### src/rtl/input_spike_dispatcher_pkg.sv
// Shared widths and FSM encoding for the input spike dispatcher.
package input_spike_dispatcher_pkg;

  localparam int unsigned BT_WIDTH_DEFAULT     = 36;
  localparam int unsigned NEURON_WIDTH_DEFAULT = 11;
  localparam int unsigned COUNT_WIDTH_DEFAULT  = 16;
  localparam int unsigned BT_FRAC_BITS         = 4;

  localparam logic [2:0] ST_IDLE  = 3'd0;
  localparam logic [2:0] ST_CHECK = 3'd1;
  localparam logic [2:0] ST_DEQ   = 3'd2;
  localparam logic [2:0] ST_WAIT  = 3'd3;
  localparam logic [2:0] ST_EMIT  = 3'd4;
  localparam logic [2:0] ST_DONE  = 3'd5;

  typedef enum logic [2:0] {
    StIdle  = ST_IDLE,
    StCheck = ST_CHECK,
    StDeq   = ST_DEQ,
    StWait  = ST_WAIT,
    StEmit  = ST_EMIT,
    StDone  = ST_DONE
  } state_e;

endpackage

### src/rtl/spike_handoff_reg.sv
// Valid/ready holding register for one spike on its way to the router.
module spike_handoff_reg
  import input_spike_dispatcher_pkg::*;
#(
  parameter int unsigned BT_WIDTH     = BT_WIDTH_DEFAULT,
  parameter int unsigned NEURON_WIDTH = NEURON_WIDTH_DEFAULT
) (
  input  logic                    Clock,
  input  logic                    Reset,
  input  logic                    load,
  input  logic [BT_WIDTH-1:0]     in_bt,
  input  logic [NEURON_WIDTH-1:0] in_nid,
  input  logic                    ready,
  output logic                    valid,
  output logic [BT_WIDTH-1:0]     bt,
  output logic [NEURON_WIDTH-1:0] nid
);

  logic                    valid_q;
  logic [BT_WIDTH-1:0]     bt_q;
  logic [NEURON_WIDTH-1:0] nid_q;

  always_ff @(posedge Clock) begin
    if (Reset) begin
      valid_q <= 1'b0;
      bt_q    <= '0;
      nid_q   <= '0;
    end else if (load) begin
      valid_q <= 1'b1;
      bt_q    <= in_bt;
      nid_q   <= in_nid;
    end else if (valid_q && ready) begin
      valid_q <= 1'b0;
    end
  end

  assign valid = valid_q;
  assign bt    = bt_q;
  assign nid   = nid_q;

endmodule

### src/rtl/input_spike_dispatcher.sv
// Drains due spikes from the input FIFO to the router once per timestep.
module input_spike_dispatcher
  import input_spike_dispatcher_pkg::*;
#(
  parameter int unsigned BT_WIDTH     = BT_WIDTH_DEFAULT,
  parameter int unsigned NEURON_WIDTH = NEURON_WIDTH_DEFAULT,
  parameter int unsigned COUNT_WIDTH  = COUNT_WIDTH_DEFAULT
) (
  input  logic                    Clock,
  input  logic                    Reset,
  input  logic                    Start,
  input  logic [BT_WIDTH-1:0]     CurrentBT,
  input  logic [BT_WIDTH-1:0]     BT_Head,
  input  logic                    IsQueueEmpty,
  input  logic [BT_WIDTH-1:0]     BTOut,
  input  logic [NEURON_WIDTH-1:0] NIDOut,
  output logic                    QueueEnable,
  output logic                    Dequeue,
  output logic                    SpikeValid,
  input  logic                    SpikeReady,
  output logic [NEURON_WIDTH-1:0] SpikeNID,
  output logic [BT_WIDTH-1:0]     SpikeBT,
  output logic                    RoutingComplete,
  output logic                    Busy,
  output logic [COUNT_WIDTH-1:0]  DispatchedCount
);

  state_e                 state_q;
  logic [BT_WIDTH-1:0]    cur_bt_q;
  logic                   dequeue_q;
  logic                   done_q;
  logic                   busy_q;
  logic [COUNT_WIDTH-1:0] count_q;

  always_ff @(posedge Clock) begin
    if (Reset) begin
      state_q   <= StIdle;
      cur_bt_q  <= '0;
      dequeue_q <= 1'b0;
      done_q    <= 1'b0;
      busy_q    <= 1'b0;
      count_q   <= '0;
    end else begin
      dequeue_q <= 1'b0;
      done_q    <= 1'b0;
      unique case (state_q)
        StIdle: begin
          if (Start) begin
            cur_bt_q <= CurrentBT;
            count_q  <= '0;
            busy_q   <= 1'b1;
            state_q  <= StCheck;
          end
        end
        StCheck: begin
          // Head is re-read here every time, after the FIFO pointers have settled.
          if (IsQueueEmpty || (BT_Head > cur_bt_q)) begin
            done_q  <= 1'b1;
            state_q <= StDone;
          end else begin
            dequeue_q <= 1'b1;
            state_q   <= StDeq;
          end
        end
        StDeq:  state_q <= StWait;
        StWait: state_q <= StEmit;
        StEmit: begin
          if (SpikeReady) begin
            if (count_q != '1) count_q <= count_q + 1'b1;
            state_q <= StCheck;
          end
        end
        StDone: begin
          busy_q  <= 1'b0;
          state_q <= StIdle;
        end
        default: state_q <= StIdle;
      endcase
    end
  end

  // FIFO data arrives during WAIT, one cycle after the Dequeue strobe.
  spike_handoff_reg #(
    .BT_WIDTH     (BT_WIDTH),
    .NEURON_WIDTH (NEURON_WIDTH)
  ) u_handoff (
    .Clock  (Clock),
    .Reset  (Reset),
    .load   (state_q == StWait),
    .in_bt  (BTOut),
    .in_nid (NIDOut),
    .ready  (SpikeReady),
    .valid  (SpikeValid),
    .bt     (SpikeBT),
    .nid    (SpikeNID)
  );

  assign QueueEnable     = ~Reset;
  assign Dequeue         = dequeue_q;
  assign RoutingComplete = done_q;
  assign Busy            = busy_q;
  assign DispatchedCount = count_q;

endmodule

### config.mk
export PLATFORM = sky130hd
export DESIGN_NAME = input_spike_dispatcher
export DESIGN_NICKNAME = d
export VERILOG_FILES = /design/src/rtl/input_spike_dispatcher_pkg.sv /design/src/rtl/spike_handoff_reg.sv /design/src/rtl/input_spike_dispatcher.sv
export SDC_FILE = /design/constraint.sdc
export NUM_CORES = 1
export LEC_CHECK = 0
export ABC_AREA = 1
export BUFFER_PORTS_ARGS = -buffer_cell sky130_fd_sc_hd__buf_2
export CAP_MARGIN = 20
export CORE_MARGIN = 10
export CORE_UTILIZATION = 25
export DETAILED_ROUTE_END_ITERATION = 6
export MAX_ROUTING_LAYER = met4
export SLEW_MARGIN = 5
export SYNTH_ARGS = -nofsm -noshare
export SYNTH_HDL_FRONTEND = slang
export SYNTH_HIERARCHICAL = 1
export SYNTH_SLANG_ARGS = --single-unit
### constraint.sdc
create_clock -name Clock -period 3.1 [get_ports Clock]
set_input_delay 0.62 -clock Clock [delete_from_list [all_inputs] [get_ports Clock]]
set_output_delay 0.62 -clock Clock [all_outputs]
set_load 0.03 [all_outputs]
==> out/qor.txt <==
outcome = completed
initial antenna violation count = 1
cts hold-fix bufs = 0
Longest Clk Path Bufs = 2
Finish-stage setup viols = 0
crit-path leading delay family = simple AND/OR/NAND/NOR gates
fmax = 482.9 MHz
CP Max Fanout = 27
postcts setup bufs = 0
Reg clk slew, reported paths = 0.07 ns
DR DRC count = 0
Initial Util = 0.2541
RSZ-0062 raised after global routing = false
Hold Vio Cnt, Final = 0
DIE AREA = 0.02581 mm^2
CTS tree = done
total power = 3795 uW
Yosys reg bits = 106
leakage power = 0.003176 uW
via-per-instance ratio = 4.226
CTS H-tree lvls = 3
vias in the first global route = 4627
CP Class = reg -> reg
Least-Margin Pin Slew = 0.8827 ns
unique cell type count in the Yosys netlist = 34
Clock Tree Root = clkbuf_16
Ys Warns = 6
post-CTS sizing = 0
total CTS buffers = 9
# rows = 51
Worst path max stage delay = 0.45 ns
nets = 1002
largest net degree at the start of global routing = 49
Power Density = 588.2 mW/mm^2
first-pass GRT wire length = 24.02 mm
relative slew slack = 0.4107
first-pass detailed-route iteration total = 4
Tcrit/Tclk final = 0.6680
Tmin final = 2.071 ns
clock latency on the worst-skew pair = 0.36 ns
CP Buf/Inv Count = 3
Vias = 4699
Area Growth Syn to Fin = 30.46%
post-synthesis async set-or-reset flop share = 0
worst-case vdd ir drop = 0.2701 mV
DRT Wirelength = 15.10 mm
number of I/O pins = 192
Syn Nets = 824
share of cells above drive strength 1 = 0.2695
Setup Skew = 0.009742 ns
hpwl dp = 11.50 mm
CP Launch Type = flop
Mapped Area = 0.004946 mm^2
GRT Util Overall = 0.1178
die width = 160.7 um
Mapped Avg Cell Area = 7.460 um^2
crit-path cells = inv_2, nor2_4, inv_4, o22ai_2, nor2_4, nand2_2, nand2_1, inv_2, o21ai_1, a21oi_1
worst endpoint data arrival time = 2.36 ns
final count of pins violating max slew = 0
Cells after Synth = 663
data required time of the worst path = 3.38 ns
clock sinks = 106
I/O Buffers = 191
Initial DRC Count = 232
number of flops mapped to enable cells by yosys = 0
antenna viol nets, final = 0
CP max-delay cell = dfxtp_1
Final TNS setup = 0 ns
main flop type after synthesis = dfxtp_1
total core area = 0.01946 mm^2
Remaining Overflow, GRT = 0
gpl congestion = 0.7665
Seq/Total Area, Yosys = 0.4290
Die H = 160.7 um
Routed WL per cell = 13.58 um
Tightest Hold Check Type = reg -> reg
crit end category = flop
max_cap viols = 0
## registers in the layout, summed over array words and instances (netlist names)
signal	count
Dequeue	1
state_q	3
Busy	1
u_handoff/bt	36
cur_bt_q	36
DispatchedCount	16
u_handoff/valid	1
u_handoff/nid	11
RoutingComplete	1
## placed cells by master (no fill, tap or decap), types with 2 or more instances in the layout
master	Yosys	final
a211oi_1	2	2
a21boi_0	2	2
a21o_1	2	2
a21oi_1	62	62
buf_2	10	191
buf_4	0	3
bufinv_16	0	2
clkbuf_16	0	9
clkinvlp_4	0	2
dfxtp_1	106	106
ha_1	37	37
inv_1	68	68
inv_2	5	5
nand2_1	85	85
nand2_2	3	3
nand3_1	13	13
nand4_1	3	3
nor2_1	132	132
nor2_4	2	2
nor3_1	7	6
o21ai_0	81	81
o21ai_1	9	9
xor2_1	4	4
## synthesized netlist by cell type, drive strengths merged, types with 2 or more instances
cell type	instances	share of area
nor3	7	0.0071
a21o	2	0.0030
a21boi	2	0.0030
nand2	88	0.068
dfxtp	106	0.43
a211oi	2	0.0030
nand3	14	0.015
nand4	3	0.0038
o21ai	90	0.091
ha	37	0.094
clkbuf	13	0.011
inv	74	0.057
xor2	4	0.0071
buf	15	0.022
a21oi	63	0.065
nor2	136	0.11
## worst register-to-register path, delay by kind of cell (launching register included)
kind / cells / cell delay [ns]
and+or+nand+nor: 4 / 0.81
buffers and inverters: 3 / 0.36
AOI/OAI and AO/OA: 3 / 0.40
DFF: 1 / 0.45
## power breakdown
part	total [uW]	leakage, uW	switching [uW]	internal [uW]
Clock	1280	0.000155	550	733
Combinational	944	0.00216	602	342
Sequential	1570	0.000864	52.7	1520
Total	3800	0.00318	1210	2590
## stage by stage
step	util	hold slack (ns)	cells	worst slack, ns	instance area (um^2)
final	0.3315	0.4562	1112	1.029	6452
after global routing	0.3315	0.4733	1112	0.7871	6452
after CTS	0.3314	0.4626	1111	0.9839	6450
after detailed placement	0.3146	0.4505	1095	0.8355	6122
after global placement	0.3146	0.4450	1095	0.8571	6122
after floorplan	-	0.4331	663	1.117	4946
## worst paths after layout
path                            startpoint                         endpoint  slack [ns]  depth (start not counted)
hold / removal    cur_bt_q[6]$_SDFFE_PP0P_         cur_bt_q[6]$_SDFFE_PP0P_        0.46                          2
hold reg to reg   cur_bt_q[6]$_SDFFE_PP0P_         cur_bt_q[6]$_SDFFE_PP0P_        0.46                          2
setup / recovery   state_q[2]$_SDFFE_PP0P_  DispatchedCount[6]$_SDFFE_PP0P_        1.03                         10
setup reg to reg   state_q[2]$_SDFFE_PP0P_  DispatchedCount[6]$_SDFFE_PP0P_        1.03                         10
## layer usage
layer  track usage  wire length, um  share of wire  vias up
li1              -                -              -     2506
met1        0.1379             6861           0.45     2057
met2        0.1867             6983           0.46      115
met3       0.03579              866          0.057       21
met4       0.04466              390          0.026        0
met5             -                0              0        -
## cell type report
type / count / area [um^2]
clock inverter: 6 / 88.84
sequential: 106 / 2122
multi-input combinational: 455 / 2390
clock buffer: 10 / 239.0
inverter: 74 / 280.3
fill: 2073 / 13010
antenna: 1 / 2.502
tap: 265 / 331.6
timing repair buffer: 195 / 998.5
## cells by family after synthesis
family	Yosys count	synth area share
AOI/OAI and AO/OA	164	0.1740
xor gates and xnor gates	5	0.008854
adders and majority gates	37	0.09360
buffers and inverters	102	0.08879
DFF	106	0.4290
and+or+nand+nor	249	0.2057
(Power assumes the default switching activity.)
